==> src/rtl/adder_4bit_reg_if.sv <==
// rtl/adder_4bit_reg_if.sv - operand/result bundle for the registered adder/subtractor
interface adder_4bit_reg_if #(
  parameter int WIDTH = 4
);
  logic [WIDTH-1:0] a;
  logic [WIDTH-1:0] b;
  logic             cin;
  logic             sub;
  logic             in_valid;
  logic [WIDTH-1:0] sum;
  logic             cout;
  logic             ovf;
  logic             zero;
  logic             out_valid;

  modport master (
    output a, b, cin, sub, in_valid,
    input  sum, cout, ovf, zero, out_valid
  );

  modport slave (
    input  a, b, cin, sub, in_valid,
    output sum, cout, ovf, zero, out_valid
  );
endinterface

==> src/rtl/adder_4bit_reg.sv <==
// rtl/adder_4bit_reg.sv - ripple-carry add/sub from chained full-adder cells, registered outputs
module adder_4bit_reg #(
  parameter int WIDTH = 4
) (
  input  logic            clk,
  input  logic            rst_n,
  adder_4bit_reg_if.slave bus
);
  logic [WIDTH-1:0] w_b_eff;
  logic [WIDTH-1:0] w_s;
  logic [WIDTH:0]   w_c;

  logic [WIDTH-1:0] r_sum;
  logic             r_cout;
  logic             r_ovf;
  logic             r_zero;
  logic             r_valid;

  // Subtract is A + ~B + 1; cin then acts as a borrow-in, hence c0 = cin ^ sub.
  assign w_b_eff = bus.b ^ {WIDTH{bus.sub}};
  assign w_c[0]  = bus.cin ^ bus.sub;

  for (genvar i = 0; i < WIDTH; i++) begin : g_fa
    assign w_s[i]   = bus.a[i] ^ w_b_eff[i] ^ w_c[i];
    assign w_c[i+1] = (bus.a[i] & w_b_eff[i]) | (bus.a[i] & w_c[i]) | (w_b_eff[i] & w_c[i]);
  end

  always_ff @(posedge clk or negedge rst_n) begin
    if (!rst_n) begin
      r_sum   <= '0;
      r_cout  <= 1'b0;
      r_ovf   <= 1'b0;
      r_zero  <= 1'b0;
      r_valid <= 1'b0;
    end else begin
      r_valid <= bus.in_valid;
      // Result registers only load on valid so idle/undriven operands never leak through.
      if (bus.in_valid) begin
        r_sum  <= w_s;
        r_cout <= w_c[WIDTH];
        r_ovf  <= w_c[WIDTH] ^ w_c[WIDTH-1];
        r_zero <= (w_s == '0);
      end
    end
  end

  assign bus.sum       = r_sum;
  assign bus.cout      = r_cout;
  assign bus.ovf       = r_ovf;
  assign bus.zero      = r_zero;
  assign bus.out_valid = r_valid;
endmodule

==> src/flat_wrapper.sv <==
// flat-port wrapper written by rule: the top's interface ports become plain ports
module adder_4bit_reg_flat 
#(
  parameter int WIDTH = 4
)
  (clk, rst_n, bus_a, bus_b, bus_cin, bus_sub, bus_in_valid, bus_sum, bus_cout, bus_ovf, bus_zero, bus_out_valid);
  adder_4bit_reg_if #(.WIDTH(WIDTH)) bus_i ();
  input  logic clk;
  input  logic rst_n;
  input wire logic [$bits(bus_i.a)-1:0] bus_a;
  input wire logic [$bits(bus_i.b)-1:0] bus_b;
  input wire logic [$bits(bus_i.cin)-1:0] bus_cin;
  input wire logic [$bits(bus_i.sub)-1:0] bus_sub;
  input wire logic [$bits(bus_i.in_valid)-1:0] bus_in_valid;
  output wire logic [$bits(bus_i.sum)-1:0] bus_sum;
  output wire logic [$bits(bus_i.cout)-1:0] bus_cout;
  output wire logic [$bits(bus_i.ovf)-1:0] bus_ovf;
  output wire logic [$bits(bus_i.zero)-1:0] bus_zero;
  output wire logic [$bits(bus_i.out_valid)-1:0] bus_out_valid;
  assign bus_i.a = bus_a;
  assign bus_i.b = bus_b;
  assign bus_i.cin = bus_cin;
  assign bus_i.sub = bus_sub;
  assign bus_i.in_valid = bus_in_valid;
  assign bus_sum = bus_i.sum;
  assign bus_cout = bus_i.cout;
  assign bus_ovf = bus_i.ovf;
  assign bus_zero = bus_i.zero;
  assign bus_out_valid = bus_i.out_valid;
  adder_4bit_reg #(.WIDTH(WIDTH)) u_core (.clk(clk), .rst_n(rst_n), .bus(bus_i));
endmodule
==> config.mk <==
export PLATFORM = sky130hd
export DESIGN_NAME = adder_4bit_reg_flat
export DESIGN_NICKNAME = d
export VERILOG_FILES = /design/src/rtl/adder_4bit_reg_if.sv /design/src/rtl/adder_4bit_reg.sv /design/src/flat_wrapper.sv
export SDC_FILE = /design/constraint.sdc
export NUM_CORES = 1
export LEC_CHECK = 0
export CORE_AREA = 2 2 39 41
export DETAILED_ROUTE_END_ITERATION = 10
export DIE_AREA = 0 0 41 43
export PLACE_DENSITY = 0.73
export SYNTH_ARGS = -nofsm -noshare
export SYNTH_HDL_FRONTEND = slang
export SYNTH_SLANG_ARGS = --single-unit
export TNS_END_PERCENT = 20
==> constraint.sdc <==
create_clock -name clk -period 1 [get_ports clk]
set_input_delay 0.2 -clock clk [delete_from_list [all_inputs] [get_ports clk]]
set_output_delay 0.2 -clock clk [all_outputs]
set_load 0.1 [all_outputs]
* Word level (Yosys, flattened, before mapping)
Cells that the tools add are included.
** Operators by class
- Bitwise gates (word level) :: 31
- Reduce and logical (&&, ||, !) cells :: 1
** Operator list (number)
- bitwise AND 1 bit :: 12
- XOR 1 bit :: 10
- bitwise OR 1 bit :: 8
- zero test 4 bit :: 1
- XOR 4 bit :: 1
** Storage, ports and cells
- Register bits :: 8
- Input bits :: 13
- Word-level logic and storage cells :: 37
- Output and inout port bits :: 8

* Logic depth before layout (Yosys ltp)
Gate-level depths: netlist of run 1.
- Depth after elaboration :: 14
- Gate-level depth with buffers :: 11

* Least setup slack after synthesis of run 1
No wires, ideal clock.
- Path kind :: input port to flip-flop
- Start :: input bus_sub
- End :: register u_core.r_sum[3] (netlist: u_core.bus.sum[3])
- Path buffers :: 1
- Required time :: 0.874 ns
- Slack :: -1.380 ns
- Data arrival time :: 2.253 ns
- Cell stages on the path :: 10
- Cell sequence :: buf_2 -> xnor2_1 -> fa_1 -> inv_1 -> fa_1 -> inv_1 -> fa_1 -> inv_1 -> fa_1 -> mux2_4
** On the way
- Word-level cells in the longest chain between the ends :: 11
- Elaborated cells between the ends (all ways) :: 19
- Classes of those cells :: bitwise: 19
** Ends and longest elaborated chain
- from (decl) :: RTL line flat_wrapper.sv:13 : input wire logic [$bits(bus_i.sub)-1:0] bus_sub;
- XOR 4 bit / XOR 1 bit (equally long branches) :: RTL line adder_4bit_reg.sv:20, adder_4bit_reg.sv:21
- bitwise AND 1 bit :: RTL line adder_4bit_reg.sv:25 : assign w_c[i+1] = (bus.a[i] & w_b_eff[i]) | (bus.a[i] & w_c[i]) | (w_b_eff[i] & w_c[i]);
- bitwise OR 1 bit (2 in a row) :: RTL line adder_4bit_reg.sv:25
- bitwise AND 1 bit :: RTL line adder_4bit_reg.sv:25
- bitwise OR 1 bit (2 in a row) :: RTL line adder_4bit_reg.sv:25
- bitwise AND 1 bit :: RTL line adder_4bit_reg.sv:25
- bitwise OR 1 bit (2 in a row) :: RTL line adder_4bit_reg.sv:25
- XOR 1 bit * :: RTL line adder_4bit_reg.sv:24 : assign w_s[i] = bus.a[i] ^ w_b_eff[i] ^ w_c[i];
- net u_core.w_s[3] :: RTL line adder_4bit_reg.sv:10 : logic [WIDTH-1:0] w_s;
- to (signal assigned) :: RTL line adder_4bit_reg.sv:39 : r_sum <= w_s;
- to (decl) :: RTL line adder_4bit_reg.sv:13 : logic [WIDTH-1:0] r_sum;
The timed path passes the listed nets; every way through them passes the cells marked *.
A chain may end at the register's enable or synchronous reset.

* Worst setup path in the final report of run 1
Same ends and word-level chain as after synthesis.

==> flow_summary.toml, run 1 <==
[floorplanning]
die_w_um = 41
die_area_mm2 = 0.00176
std_cell_rows = 14
start_util_pct = 34.4
io_pins = 21
die_y_um = 43
core_area_mm2 = 0.00138

[clock_network]
postCtsSetupRepairBufs = 0
root_buffer = "clkbuf_4"
cts_tree = "done"
cts-htree-levels = 1
cts_made_buffers = 3
clock_sinks = 8
clkTransAtPathRegs_ns = 0.06
clock_latency_ns = 0.26
hold_buffers = 0
clockBufferDepth = 2

[run]
cap_violations = 0

[critical_path]
cp_max_fo = 3
required_ns = 1.14
crit_slowest_cell = "fa_2"
r2r-end = "u_core.bus.zero"
slowest_delay_ns = 0.44
r2r-start = "u_core.bus.zero"
end_kind = "flop"
crit_top_cell = "fa_2"
critical_path_class = "input port to flop"
reg2reg_depth = 2
cp-start-kind = "input port"
crit_chain = "buf_12, xnor2_4, fa_2, inv_2, fa_2, inv_2, fa_2, inv_2, fa_2, mux2_4"
reg2reg_slack_ns = 0.15
cp.arrival_ns = 2.20

[detailed_routing]
routedWlPerCell_um = 11.9
avgViaCountPerCell = 4.13
firstDrtPassIters = 3
drt_iter0_drc = 2
drtAntennaViolNets = 0
drc_errors = 0
wl_met2_um = 494
vias = 318
wl_met3_um = 58
m1WireLength_um = 364
routed_wl_um = 918
top_layer_used = "met3"

[sta]
worst_slew_pin_slew_ns = 0.357
max_freq_ghz = 0.485
fin_ws_ns = -1.06
finalCriticalPeriod_ns = 2.06
rsz0062_at_grt = "yes"
final.period_utilization_pct = 206
fin_skew_ns = 0
hold_viol = 0
maxSlewHeadroom_pct = 76.1
setup_viol = 14
maxSlewViolCount = 0

[placement]
dp_hpwl_um = 715
gp_congestion = 0.650
place_area_um2 = 812
post-place-cells = 74
portBuffers = 20

[synthesis]
ys_warn_count = 0
syn_area_per_cell_um2 = 13.2
yosysUniqueCellTypes = 12
netlist_instances = 36
ys_seq_elements = 8
synthTopCellsByArea = "dfrtp_1 42%, fa_1 17%, mux2_4 13%"
seq_area_frac_synth_pct = 42.1
synth_top_area_cell = "dfrtp_1"
syn_nets = 53
netlist_area_um2 = 475
synth_top_area_share_pct = 42.1

[final_layout]
layout.nets = 80
syn2layout_area_growth_pct = 86.8
final_cell_area_um2 = 888
ff_latch_area_um2 = 200
final_core_util_pct = 64.2
final_cells = 77
multi_input_area_um2 = 290
drive_gt1_share_pct = 55.7
diodes = 0
num-fill-cells = 105

[power_and_ir_drop]
p_total_mw = 2.10
p_leak_nw = 0.414
p_per_area_mw_per_mm2 = 2360
irDropWorstVdd_mv = 0.955

[outcome]
status = "finished with violations"
violations = "setup timing"

[grt]
grt_pass1_vias = 342
grt_max_degree = 9
antenna_found_initial = 0
overflow = 0
grt_usage_pct = 13.2
grt_pass1_wl_mm = 1.47

[worst_hold_path]
min_path_type = "input port to asynchronous set/reset pin"
layer usage:
metal | vias up | global-route usage [%]
met1 | 142 | 16.7
li1 | 158 | -
met4 | 0 | 10.0
met3 | 0 | 1.57
met2 | 18 | 19.4
met5 | - | 0
cells by family (layout without fill, tap and decap cells):
logic type	Yosys count	after routing	share of synthesized area, %
xor gates and xnor gates	6	6	11.1
and+or+nand+nor	2	2	2.11
muxes	6	6	16.8
DFF	8	8	42.1
buffers and inverters	9	34	8.95
adders and majority gates	4	4	16.8
AOI/OAI and AO/OA	1	1	2.11
layout by cell type, fill, tap and decap left out:
cell type	n
nor2b_1	1
clkbuf_4	3
dfrtp_1	8
dlygate4sd2_1	1
fa_2	4
mux2_4	4
xnor2_4	2
a41o_1	1
xor2_2	1
inv_2	4
buf_12	9
buf_4	3
xnor2_1	2
xor2_1	1
clkdlybuf4s50_1	7
clkdlybuf4s15_1	1
inv_1	3
mux2i_1	2
buf_6	2
buf_8	1
nor2_2	1
power by group:
| part | switching, mW | internal, mW | total (mW) |
|---|---|---|---|
| Clock | 0.110 | 0.137 | 0.247 |
| Combinational | 0.798 | 0.552 | 1.35 |
| Sequential | 0.0947 | 0.408 | 0.502 |
sequential cells by signal, indices dropped and copies added (netlist names):
name,count
u_core.bus.cout,1
u_core.bus.out_valid,1
u_core.bus.ovf,1
u_core.bus.sum,4
u_core.bus.zero,1
final cells by class:
cell class                      count  share of cell area [%]
Timing Repair Buffer               24                    37.0
Clock buffer                        3                    2.54
Inverter                            7                    2.96
Tap cell                           16                    2.25
Sequential cell                     8                    22.5
Multi-Input combinational cell     19                    32.7
Yosys cell counts:
library cell  instances
dfrtp_1               8
inv_1                 7
fa_1                  4
mux2_4                4
xnor2_1               4
mux2i_1               2
xor2_1                2
a41o_1                1
buf_2                 1
buf_6                 1
nor2_1                1
nor2b_1               1
worst max-delay path, delay by kind of cell:
| kind | cells | cell delay, ns |
|---|---|---|
| xor gates and xnor gates | 1 | 0.14 |
| adders and majority gates | 4 | 1.32 |
| buffers and inverters | 4 | 0.28 |
| muxes | 1 | 0.27 |
worst max-delay path by stage:
| stage | start | end | slack, ns | depth (start not counted) |
|---|---|---|---|---|
| final | bus_sub | u_core.bus.sum[3] | -1.06 | 10 |
| after global routing | bus_sub | u_core.bus.sum[3] | -1.13 | 10 |
| after CTS | bus_b[0] | u_core.bus.sum[3] | -1.14 | 10 |
| after detailed placement | bus_sub | u_core.bus.zero | -1.82 | 11 |
| after global placement | bus_sub | u_core.bus.zero | -1.78 | 11 |
| after floorplan | bus_sub | u_core.bus.zero | -1.27 | 11 |
per-stage QoR:
step | worst slack (ns) | hold WS [ns] | setup TNS (ns)
floorplan | -1.27 | -0.0956 | -7.21
detailed placement | -1.82 | 0.486 | -10.23
global route | -1.13 | 0.240 | -5.73
CTS | -1.14 | 0.211 | -5.79
global placement | -1.78 | 0.486 | -9.96
finish | -1.06 | 0.218 | -5.17
repair_timing:
action	4_1_cts	5_1_grt
gates cloned	0	0
endpoints found under the setup margin	15	15
resized for setup	26	6
pin swaps	7	7
Note: power is estimated with default switching activity, not from simulation.
==> run 2: changes to the inputs <==
Settings changed: SETUP_SLACK_MARGIN set to 0.15.
==> flow_summary.toml, run 2 (synthesis gave the netlist of run 1 again) <==
[outcome]
status = "finished with violations"
violations = "setup timing"

[sta]
max_freq_ghz = 0.486
finalCriticalPeriod_ns = 2.06
maxSlewViolCount = 0
hold_viol = 0
final.period_utilization_pct = 206
fin_ws_ns = -1.06
maxSlewHeadroom_pct = 75.2
worst_slew_pin_slew_ns = 0.370
fin_skew_ns = 0
rsz0062_at_grt = "yes"
setup_viol = 14

[floorplanning]
core_area_mm2 = 0.00138
die_area_mm2 = 0.00176
die_w_um = 41
die_y_um = 43
io_pins = 21
std_cell_rows = 14
start_util_pct = 34.4

[detailed_routing]
drtAntennaViolNets = 0
firstDrtPassIters = 3
avgViaCountPerCell = 4.21
vias = 324
routedWlPerCell_um = 12.0
drt_iter0_drc = 3
drc_errors = 0
routed_wl_um = 921

[placement]
gp_congestion = 0.650
post-place-cells = 74
portBuffers = 20
dp_hpwl_um = 715

[final_layout]
final_common_cell = "buf_12"
largest_register_ffs = 4
diodes = 0
layout.nets = 80
final_core_util_pct = 64.2
mostFrequentLayoutCells = "9 x buf_12, 8 x dfrtp_1, 7 x clkdlybuf4s50_1"
drive_gt1_share_pct = 55.7
final_cells = 77
syn2layout_area_growth_pct = 86.8

[grt]
grt_pass1_wl_mm = 1.50
grt_pass1_vias = 352
antenna_found_initial = 0
overflow = 0
grt_usage_pct = 13.4
grt_max_degree = 9

[critical_path]
r2r-start = "u_core.bus.zero"
cp.arrival_ns = 2.20
end_kind = "flop"
reg2reg_depth = 2
cp_max_fo = 3
cp-start-kind = "input port"
reg2reg_slack_ns = 0.15
critical_path_class = "input port to flop"
required_ns = 1.15
r2r-end = "u_core.bus.zero"

[worst_hold_path]
min_path_type = "input port to asynchronous set/reset pin"

[clock_network]
clock_latency_ns = 0.26
cts_tree = "done"
clkTransAtPathRegs_ns = 0.06
root_buffer = "clkbuf_4"
cts_made_buffers = 3
clock_sinks = 8
postCtsSetupRepairBufs = 0
hold_buffers = 0
cts-htree-levels = 1
clockBufferDepth = 2

[run]
cap_violations = 0

[power_and_ir_drop]
p_per_area_mw_per_mm2 = 2370
irDropWorstVdd_mv = 0.955
p_leak_nw = 0.414
## run 2: cell counts in the layout (fill, tap and decap cells not counted)
Identical to the previous run, type by type.
## run 2: area by class of cell
cell class | count | area (um2)
Sequential cell | 8 | 200
Timing Repair Buffer | 24 | 329
Tap cell | 16 | 20.0
Fill cell | 105 | 495
Inverter | 7 | 26.3
Multi-Input combinational cell | 19 | 290
Clock buffer | 3 | 22.5
## run 2: worst max-delay path by stage
stage,start,end,depth (start not counted)
after global routing,bus_sub,u_core.bus.sum[3],10
final,bus_sub,u_core.bus.sum[3],10
after detailed placement,bus_sub,u_core.bus.zero,11
after CTS,bus_b[0],u_core.bus.sum[3],10
after floorplan,bus_sub,u_core.bus.zero,11
after global placement,bus_sub,u_core.bus.zero,11
## run 2: power breakdown
group	total (mW)	internal, mW	leakage (nW)	switching (mW)
sequential	0.502	0.407	0.0954	0.0945
combinational	1.35	0.552	0.305	0.796
clock	0.251	0.138	0.0138	0.113
total	2.10	1.10	0.414	1.00
## run 2: metrics by stage
step                setup slack [ns]  setup TNS, ns  area (um2)  total power, mW  hold WS [ns]
finish                         -1.06          -5.18         888             2.10         0.220
CTS                            -1.14          -5.79         865             2.10         0.211
floorplan                      -1.27          -7.21         504             1.30       -0.0956
detailed placement             -1.82         -10.23         812             1.82         0.486
global placement               -1.78          -9.96         812             1.80         0.486
global route                   -1.12          -5.73         888             2.19         0.238
## run 2: worst max-delay path, cell delays in order
cell and delay [ns]:
buf_12 0.12, xnor2_4 0.14, fa_2 0.36, inv_2 0.06, fa_2 0.18, inv_2 0.04
fa_2 0.34, inv_2 0.06, fa_2 0.44, mux2_4 0.27
## run 2: timing repair
| item | 4_1_cts | 5_1_grt |
|---|---|---|
| pin swaps | 7 | 7 |
| gates cloned | 0 | 0 |
| resized for setup | 27 | 5 |
| endpoints found under the setup margin | 15 | 15 |
## run 2: routing by layer
| metal | up-vias | part of all wire, % | track usage, % |
|---|---|---|---|
| met5 | - | 0 | 0 |
| li1 | 158 | - | - |
| met2 | 18 | 53 | 20.0 |
| met1 | 148 | 41 | 16.7 |
| met4 | 0 | 0 | 10.0 |
| met3 | 0 | 6.3 | 1.57 |
